### src/rtl/uart_pkg.sv
// Shared definitions for the UART transmit path: FSM state encoding and the
// baud divisor helper. Latency: n/a (types and constant functions only).
// Backpressure: n/a.
package uart_pkg;

    // Transmit FSM states. PARITY is only reachable when UART_TX_PARITY_EN is defined.
    typedef enum logic [2:0] {
        IDLE   = 3'd0,
        START  = 3'd1,
        DATA   = 3'd2,
        PARITY = 3'd3,
        STOP   = 3'd4
    } tx_state_t;

    // Clocks per serial bit. Integer divide, so the real baud rate is slightly fast
    // whenever freq is not an exact multiple of baud.
    function automatic int clks_per_bit(input int freq, input int baud);
        return freq / baud;
    endfunction

endpackage

### src/rtl/sync_fifo.sv
// Single-clock FIFO with first-word-fall-through read data.
// Latency: a pushed word is visible on rd_data the cycle after the push edge.
// Backpressure: full is driven from the registered count; a push while full
// and a pop while empty are ignored.
//
// Ports:
//   clk, rst       clock, synchronous active-high reset (clears pointers/count)
//   push, wr_data  write strobe and data
//   pop            read strobe; rd_data shows the head word whenever !empty
//   full, empty    status from the registered count
//   count          occupancy, 0..DEPTH
module sync_fifo #(
    parameter int WIDTH = 8,
    parameter int DEPTH = 16
) (
    input  logic                     clk,
    input  logic                     rst,
    input  logic                     push,
    input  logic [WIDTH-1:0]         wr_data,
    input  logic                     pop,
    output logic [WIDTH-1:0]         rd_data,
    output logic                     full,
    output logic                     empty,
    output logic [$clog2(DEPTH):0]   count
);

    localparam int AW = $clog2(DEPTH);

    logic [WIDTH-1:0] mem [DEPTH];
    logic [AW-1:0]    wr_ptr;
    logic [AW-1:0]    rd_ptr;
    logic             do_push;
    logic             do_pop;

    assign full    = (count == (AW+1)'(DEPTH));
    assign empty   = (count == '0);
    assign do_push = push && !full;
    assign do_pop  = pop && !empty;
    assign rd_data = mem[rd_ptr];

    // Storage carries no reset: stale words are never read because empty gates pop.
    always_ff @(posedge clk) begin
        if (do_push) begin
            mem[wr_ptr] <= wr_data;
        end
    end

    // DEPTH is a power of two, so the pointers wrap by natural overflow.
    always_ff @(posedge clk) begin
        if (rst) begin
            wr_ptr <= '0;
            rd_ptr <= '0;
            count  <= '0;
        end else begin
            if (do_push) begin
                wr_ptr <= wr_ptr + AW'(1);
            end
            if (do_pop) begin
                rd_ptr <= rd_ptr + AW'(1);
            end
            case ({do_push, do_pop})
                2'b10:   count <= count + (AW+1)'(1);
                2'b01:   count <= count - (AW+1)'(1);
                default: count <= count;
            endcase
        end
    end

endmodule

### src/rtl/uart_tx_stream.sv
// Byte stream to UART TX serialiser, 8N1 LSB first (8E1 when UART_TX_PARITY_EN
// is defined). Latency: byte accepted into an empty FIFO with the FSM idle ->
// start bit on uart_tx after the following edge. Backpressure: ascii_ready = !full.
//
// Ports:
//   clk, rst                  clock, synchronous active-high reset (aborts frame, drops FIFO)
//   ascii_data/valid/ready    byte input, accepted on valid && ready
//   uart_tx                   registered serial output, idle high
//   busy                      FSM not idle or FIFO non-empty
//   fifo_level                FIFO occupancy
module uart_tx_stream
    import uart_pkg::*;
#(
    parameter int CLK_FREQ   = 100_000_000,
    parameter int BAUD_RATE  = 115_200,
    parameter int FIFO_DEPTH = 16
) (
    input  logic                          clk,
    input  logic                          rst,
    input  logic [7:0]                    ascii_data,
    input  logic                          ascii_valid,
    output logic                          ascii_ready,
    output logic                          uart_tx,
    output logic                          busy,
    output logic [$clog2(FIFO_DEPTH):0]   fifo_level
);

    localparam int             CPB       = clks_per_bit(CLK_FREQ, BAUD_RATE);
    localparam int             CW        = $clog2(CPB);
    localparam logic [CW-1:0]  BAUD_LAST = CW'(CPB - 1);

    tx_state_t      state;
    logic [CW-1:0]  baud_cnt;
    logic [2:0]     bit_idx;
    logic [7:0]     shift;
`ifdef UART_TX_PARITY_EN
    logic           parity_bit;
`endif

    logic           fifo_full;
    logic           fifo_empty;
    logic [7:0]     fifo_rd_data;
    logic           push;
    logic           pop;
    logic           bit_end;

    assign ascii_ready = !fifo_full;
    assign push        = ascii_valid && ascii_ready;
    assign bit_end     = (baud_cnt == BAUD_LAST);

    // Pop either from IDLE, or in the last stop clock so the next start bit
    // follows the stop bit with no idle gap.
    assign pop = !fifo_empty &&
                 ((state == IDLE) || ((state == STOP) && bit_end));

    assign busy = (state != IDLE) || (fifo_level != '0);

    sync_fifo #(
        .WIDTH (8),
        .DEPTH (FIFO_DEPTH)
    ) u_fifo (
        .clk     (clk),
        .rst     (rst),
        .push    (push),
        .wr_data (ascii_data),
        .pop     (pop),
        .rd_data (fifo_rd_data),
        .full    (fifo_full),
        .empty   (fifo_empty),
        .count   (fifo_level)
    );

    // uart_tx is loaded with the level of the state being entered, so the
    // line and the state register change on the same edge.
    always_ff @(posedge clk) begin
        if (rst) begin
            state    <= IDLE;
            uart_tx  <= 1'b1;
            baud_cnt <= '0;
            bit_idx  <= '0;
            shift    <= '0;
`ifdef UART_TX_PARITY_EN
            parity_bit <= 1'b0;
`endif
        end else begin
            baud_cnt <= bit_end ? '0 : baud_cnt + CW'(1);

            case (state)
                IDLE: begin
                    baud_cnt <= '0;
                    if (pop) begin
                        state   <= START;
                        uart_tx <= 1'b0;
                        shift   <= fifo_rd_data;
`ifdef UART_TX_PARITY_EN
                        parity_bit <= ^fifo_rd_data;
`endif
                    end
                end

                START: begin
                    if (bit_end) begin
                        state   <= DATA;
                        bit_idx <= '0;
                        uart_tx <= shift[0];
                        shift   <= {1'b0, shift[7:1]};
                    end
                end

                DATA: begin
                    if (bit_end) begin
                        if (bit_idx == 3'd7) begin
`ifdef UART_TX_PARITY_EN
                            state   <= PARITY;
                            uart_tx <= parity_bit;
`else
                            state   <= STOP;
                            uart_tx <= 1'b1;
`endif
                        end else begin
                            bit_idx <= bit_idx + 3'd1;
                            uart_tx <= shift[0];
                            shift   <= {1'b0, shift[7:1]};
                        end
                    end
                end

`ifdef UART_TX_PARITY_EN
                PARITY: begin
                    if (bit_end) begin
                        state   <= STOP;
                        uart_tx <= 1'b1;
                    end
                end
`endif

                STOP: begin
                    if (bit_end) begin
                        if (pop) begin
                            state   <= START;
                            uart_tx <= 1'b0;
                            shift   <= fifo_rd_data;
`ifdef UART_TX_PARITY_EN
                            parity_bit <= ^fifo_rd_data;
`endif
                        end else begin
                            state   <= IDLE;
                            uart_tx <= 1'b1;
                        end
                    end
                end

                default: begin
                    state   <= IDLE;
                    uart_tx <= 1'b1;
                end
            endcase
        end
    end

endmodule

### config.mk
export PLATFORM = sky130hd
export DESIGN_NAME = uart_tx_stream
export DESIGN_NICKNAME = d
export VERILOG_FILES = /design/src/rtl/uart_pkg.sv /design/src/rtl/sync_fifo.sv /design/src/rtl/uart_tx_stream.sv
export SDC_FILE = /design/constraint.sdc
export NUM_CORES = 1
export LEC_CHECK = 0
export ABC_AREA = 1
export BUFFER_PORTS_ARGS = -buffer_cell sky130_fd_sc_hd__clkbuf_2
export CORE_MARGIN = 3
export CORE_UTILIZATION = 67
export DETAILED_ROUTE_END_ITERATION = 6
export PLACE_DENSITY = 0.82
export SETUP_SLACK_MARGIN = 0.05
export SYNTH_ARGS = -nofsm -noshare
export SYNTH_HDL_FRONTEND = slang
export SYNTH_HIERARCHICAL = 1
export SYNTH_SLANG_ARGS = --single-unit
### constraint.sdc
create_clock -name clk -period 5.6 [get_ports clk]
set_input_delay 0 -clock clk [delete_from_list [all_inputs] [get_ports clk]]
set_output_delay 0 -clock clk [all_outputs]
set_load 0.02 [all_outputs]
## Word level (Yosys, flattened, before mapping)

Memories as Yosys holds them, arrays and structs flattened. A register that Yosys moved wholly into a read port is not among the register bits.
Index checks and enable logic that the tools add are counted.

| word-level totals | value |
|---|---|
| flip-flop bits (word level) | 38 |
| memory bits (writable) | 128 |
| input bits | 11 |
| logic and storage cells | 79 |
| memories | 1 |

| cells by class | value |
|---|---|
| $add $sub $neg | 6 |
| reductions and logical operators | 21 |
| muxes and demuxes | 29 |
| equal/unequal tests | 14 |

Memory list:

| memory | words | bits a word | read ports | clocked after Yosys merged registers in | wr ports | line | RTL |
|---|---|---|---|---|---|---|---|
| u_fifo.mem | 16 | 8 | 1 | 1 | 1 | sync_fifo.sv:29 | `logic [WIDTH-1:0] mem [DEPTH];` |

Operator list:

| kind | count |
|---|---|
| $mux 8 | 5 |
| $pmux 8 s4 | 1 |
| $mux 3 | 8 |
| $pmux 3 s4 | 1 |
| $add 10x1->10 const B | 1 |
| $eq 10x10->1 const B | 1 |
| $ne 2x2->1 const B | 5 |
| $pmux 5 s2 | 1 |
| $reduce_and 5->1 | 2 |
| $mux 1 | 9 |
| $add 4x1->4 const B | 2 |
| $mux 4 | 2 |
| $reduce_and 4->1 | 2 |
| $eq 3x3->1 const B | 2 |
| $pmux 3 s2 | 1 |
| $add 5x1->5 const B | 1 |
| $eq 5x5->1 const B | 1 |
| $logic_and 1x1->1 | 5 |
| $logic_not 5->1 | 1 |
| $reduce_bool 5->1 | 1 |
| $sub 5x1->5 const B | 1 |
| $pmux 1 s4 | 1 |
| $reduce_bool 2->1 | 2 |
| $reduce_bool 4->1 | 1 |
| 11 further kinds | 13 |

## Longest topological paths before layout

| depth | value |
|---|---|
| word-level depth | 7 |
| depth in mapped cells | 20 |
| gate-level depth less buffers | 20 |

## Modules after synthesis

The synthesis kept the hierarchy.

By module, submodules not included:

| module | instances | area each (um^2) | cells an instance |
|---|---|---|---|
| sync_fifo | 1 | 6127.1 | 478 |
| uart_tx_stream | 1 | 1381.3 | 195 |

## Least setup slack after synthesis

No wires, ideal clock.

| timing path | value |
|---|---|
| kind | register -> register |
| start | register u_fifo.count[1] |
| end | register u_fifo.count[4] |
| arrival | 2218 ps |
| clock period less this slack | 2327 ps |
| path slack | 3273 ps |
| library setup time | 109 ps |
| cell stages (with the launch flop) | 19 |
| path buffers | 0 |
| required time | 5491 ps |
| cells stage by stage | dfxtp_1 -> nor2_2 -> nand3_2 -> inv_1 -> nor2_1 -> nand2_2 -> inv_1 -> nand2_4 -> inv_6 -> ha_1 -> xor2_1 -> ha_1 -> inv_1 -> nand2_2 -> nand2_1 -> nand3_1 -> nand3_1 -> nand2_1 -> inv_1 |

| between the ends | value |
|---|---|
| longest elaborated chain between the ends | 6 |

Ends and longest elaborated chain:

| element | line | RTL |
|---|---|---|
| start, declared | sync_fifo.sv:24 | `output logic [$clog2(DEPTH):0] count` |
| start signal, assigned | sync_fifo.sv:62 | `2'b10: count <= count + (AW+1)'(1);` |
| start signal, assigned | sync_fifo.sv:63 | `2'b01: count <= count - (AW+1)'(1);` |
| start signal, assigned | sync_fifo.sv:64 | `default: count <= count;` |
| $logic_not 5->1 (*) | sync_fifo.sv:36 | `assign empty = (count == '0);` |
| net fifo_empty | uart_tx_stream.sv:41 | `logic fifo_empty;` |
| $logic_not 1->1 (*) | uart_tx_stream.sv:53 | `assign pop = !fifo_empty &&` |
| $logic_and 1x1->1 (*) | uart_tx_stream.sv:53 |  |
| net pop | uart_tx_stream.sv:44 | `logic pop;` |
| $logic_and 1x1->1 (*) | sync_fifo.sv:38 | `assign do_pop = pop && !empty;` |
| net u_fifo.do_pop | sync_fifo.sv:33 | `logic do_pop;` |
| $eq 2x1->1 or $eq 2x2->1 (tied branches) | sync_fifo.sv:61 | `case ({do_push, do_pop})` |
| $pmux 5 s2 or $reduce_bool 2->1 (tied branches) | -- |  |

Mark *: on every way through the listed nets, which the timed path passes. The rest lies on a longest branch.
A chain may end at the register's enable or synchronous reset.

## Final worst setup path

| timing path | value |
|---|---|
| start | register baud_cnt[0] |
| end | register u_fifo.count[4] |

| between the ends | value |
|---|---|
| longest elaborated chain between the ends | 7 |

Ends and longest elaborated chain:

| element | line | RTL |
|---|---|---|
| start, declared | uart_tx_stream.sv:33 | `logic [CW-1:0] baud_cnt;` |
| start signal, assigned | uart_tx_stream.sv:86 | `baud_cnt <= bit_end ? '0 : baud_cnt + CW'(1);` |
| $eq 10x10->1 (*) | uart_tx_stream.sv:49 | `assign bit_end = (baud_cnt == BAUD_LAST);` |
| $logic_and 1x1->1 (*) | uart_tx_stream.sv:54 | `((state == IDLE) \|\| ((state == STOP) && bit_end));` |
| $logic_or 1x1->1 (*) | uart_tx_stream.sv:54 |  |
| $logic_and 1x1->1 (*) | uart_tx_stream.sv:53 |  |
| net pop | uart_tx_stream.sv:44 |  |
| $logic_and 1x1->1 (*) | sync_fifo.sv:38 |  |
| net u_fifo.do_pop | sync_fifo.sv:33 |  |
| $eq 2x1->1 or $eq 2x2->1 (tied branches) | sync_fifo.sv:61 |  |
| $pmux 5 s2 or $reduce_bool 2->1 (tied branches) | -- |  |

Marks and branches as above.

==> flow_summary_export.csv <==
group,metric,value,unit
outcome,outcome,"complete, no violations",
yosys,synthTopCellsByArea,"edfxtp_1 (51%), dfxtp_1 (11%), mux2i_1 (4.3%), inv_1 (3.7%), nand2_1 (3.6%)",
final_layout,fin_cells,851,
hold_path,hold_path_end,"baud_cnt[0]",
yosys,synth.distinct_cells,44,
placement,place_area,7646,µm²
detailed_routing,wl_per_cell,18.22,µm
global_routing,antenna_found_initial,0,
sta,hold_viol,0,
hold_path,holdPathStages,1,
yosys,synth-compound-area-share,10.98,%
yosys,synthSimpleGateAreaFrac,13.36,%
floorplan,initial_core_util,68.96,%
detailed_routing,viasPerCell,5.976,
clocking,path_clk_slew,70,ps
setup_path,reg2reg_depth,18,
clocking,cts_resized,0,
yosys,seq_area_frac_synth,62.39,%
global_routing,grt_pass1_vias,4866,
sta,setup_viol,0,
detailed_routing,drtIter0Drc,424,
yosys,synth_mux_area_share,4.266,%
global_routing,grt_overflow,0,
job,drv_cap,0,
yosys,synthTopCellsByCount,"edfxtp_1 (128), inv_1 (74), nand2_1 (72), nor2_1 (56), a21oi_1 (48)",
floorplan,core_region_area,10890,µm²
sta,rsz0062_at_grt,"false",
yosys,synth_nets,695,
floorplan,dieArea,12510,µm²
floorplan,num_rows,38,
setup_path,critPathLaunch,"baud_cnt[0]",
final_layout,utilization,76.55,%
clocking,cts_setup_buffers,0,
yosys,netlist_instances,673,
setup_path,reg2reg_to,"u_fifo/count[4]",
detailed_routing,wl,15500,µm
detailed_routing,drc,0,
sta,period_needed,2678,ps
sta,finalClockSkew,8.700,ps
final_layout,finalNetCount,720,
detailed_routing,vias,5086,
placement,portBuffers,18,
final_layout,fillers,641,
detailed_routing,first_pass_iters,5,
sta,tns,0,ps
clocking,cts_buffer_depth,2,
yosys,synth_top_family_by_area,"simple AND/OR/NAND/NOR gates",
final_layout,drive_gt1_share,12.80,%
clocking,root_buffer,"clkbuf_8",
pwr,power,3.842,mW
yosys,synth_flop_cell,"edfxtp_1",
global_routing,grt_start_max_net_pins,97,
yosys,syn-cell-area,7508,µm²
hold_path,worst_hold_startpoint,"baud_cnt[0]",
final_layout,area_growth_syn_to_layout,11.00,%
yosys,synthArstFlopShare,0,%
placement,routabilityCongestion,0.8034,
setup_path,rrSetupSlack,2920,ps
sta,maxSlewViolCount,0,
yosys,synth_edf_count,128,
clocking,cts_tree,"done",
yosys,synthAdderAreaFrac,1.833,%
floorplan,ios,19,
placement,dp.cells,808,
yosys,yosysTopAreaCellShare,51.19,%
global_routing,grt_use_total,26.17,%
final_layout,fin_area,8334,µm²
sta,fin_crit_sh,47.83,%
pwr,p_per_area,461.0,nW/µm²
floorplan,die_y,111.9,µm
setup_path,cp_max_fo,7,
clocking,cts-htree-levels,4,
pwr,p_leak,3.104,nW
floorplan,fp.dieW,111.9,µm
clocking,cts_sinks,170,
yosys,synth_xor_area_share,0.8165,%
yosys,synth.avg_cell_area,11.16,µm²
setup_path,arrival,3120,ps
setup_path,r2r_start,"baud_cnt[0]",
clocking,cts_buffers,17,
sta,worst_pin_slew,1096,ps
yosys,yosys_warnings,6,
placement,dp_hpwl,9564,µm
hold_path,worstHoldPathType,"reg2reg",
sta,fmax,373.4,MHz
pwr,ir_drop,0.0004977,V
yosys,synth.largest_area_cell,"edfxtp_1",
clocking,worstSkewPairLatency,540,ps
setup_path,start_kind,"flop",
sta,slew_headroom,26.91,%
final_layout,antennaDiodeCount,0,
detailed_routing,antenna_left,0,
global_routing,grt_pass1_wl,25020,µm
setup_path,worst-endpoint-required,6040,ps
yosys,synth_most_common_cell,"edfxtp_1",
setup_path,criticalPathCategory,"reg2reg",
setup_path,crit_path_end_kind,"flop",
yosys,synth.ff_latch_count,170,
-- metrics by stage --
step	setup WS, ps	hold WS, ps
4_1_cts	2973	427.9
2_1_floorplan	3273	69.07
3_5_place_dp	3004	440.1
6_report	2922	462.4
5_1_grt	2689	480.9
3_3_place_gp	3160	430.7
-- layer usage --
| metal | global-route usage [%] | routed length [µm] | part of all wire [%] | up-vias |
|---|---|---|---|---|
| met5 | 0 | 0 | 0 | - |
| met4 | 11.19 | 406 | 2.6 | 0 |
| met3 | 7.011 | 1137 | 7.3 | 33 |
| met2 | 42.37 | 7742 | 50 | 234 |
| met1 | 33.54 | 6216 | 40 | 2410 |
| li1 | - | - | - | 2409 |
-- how the worst max path moves through the flow --
stage | endpoint | depth (start not counted)
final | u_fifo/count[4] | 18
after global routing | u_fifo/count[4] | 18
after CTS | u_fifo/count[4] | 18
after detailed placement | u_fifo/count[4] | 18
after global placement | u_fifo/count[4] | 19
after floorplan | u_fifo/count[4] | 18
-- worst max-delay path, stage by stage, from the launching register on --
cell	delay [ps]
dfxtp_1	360
ha_1	190
nand2_1	80
nor2_2	120
nand3_4	120
nand2_1	90
nand2_2	90
inv_1	130
nand2_4	100
inv_6	100
ha_1	270
xor2_1	360
inv_2	70
nor2_1	150
nand2_1	90
nand3_1	80
nand3_1	80
nand2_1	60
inv_1	30
-- area by class of cell --
type	count	area [µm²]	share of cell area [%]
Sequential cell	170	4688	56.25
Multi-Input combinational cell	395	2347	28.16
Clock buffer	17	414.1	4.969
Inverter	82	322.8	3.873
Timing Repair Buffer	32	222.7	2.672
Tap cell	140	175.2	2.102
Clock inverter	15	163.9	1.967
-- cell usage in the layout, fill, tap and decap left out, drive strengths merged, types with 10 or more instances in the layout --
master | Yosys | routed
ha | 11 | 11
clkbuf | 13 | 35
dfxtp | 42 | 42
edfxtp | 128 | 128
nand3 | 23 | 23
a21oi | 51 | 51
inv | 80 | 87
mux2i | 32 | 32
nand2 | 85 | 85
dlygate4sd3 | 0 | 11
o211ai | 33 | 33
nor2 | 65 | 65
nor3 | 10 | 10
o21ai | 48 | 48
-- power breakdown --
part	internal (mW)	switching, mW	leakage, nW
Clock	0.645	0.490	0.281
Sequential	1.45	0.133	1.50
Combinational	0.398	0.722	1.32
-- cells by family after synthesis --
group / count (synthesis)
xor+xnor: 7
mux: 32
simple gates: 205
compound gates: 140
buf+inv: 108
fa+ha+maj: 11
flops: 170
-- repair_timing --
| item | 4_1_cts | 5_1_grt |
|---|---|---|
| endpoints found under the hold margin | 146 | 0 |
| hold buffers | 11 | 0 |
| endpoints found under the setup margin | 0 | 0 |
-- sequential cells by signal (all words and copies together) (netlist names), named ones only --
name	cells
baud_cnt	10
uart_tx	1
u_fifo/rd_ptr	4
state	3
bit_idx	3
u_fifo/count	5
u_fifo/wr_ptr	4
u_fifo/mem	128
shift	8
(Power assumes the default switching activity.)
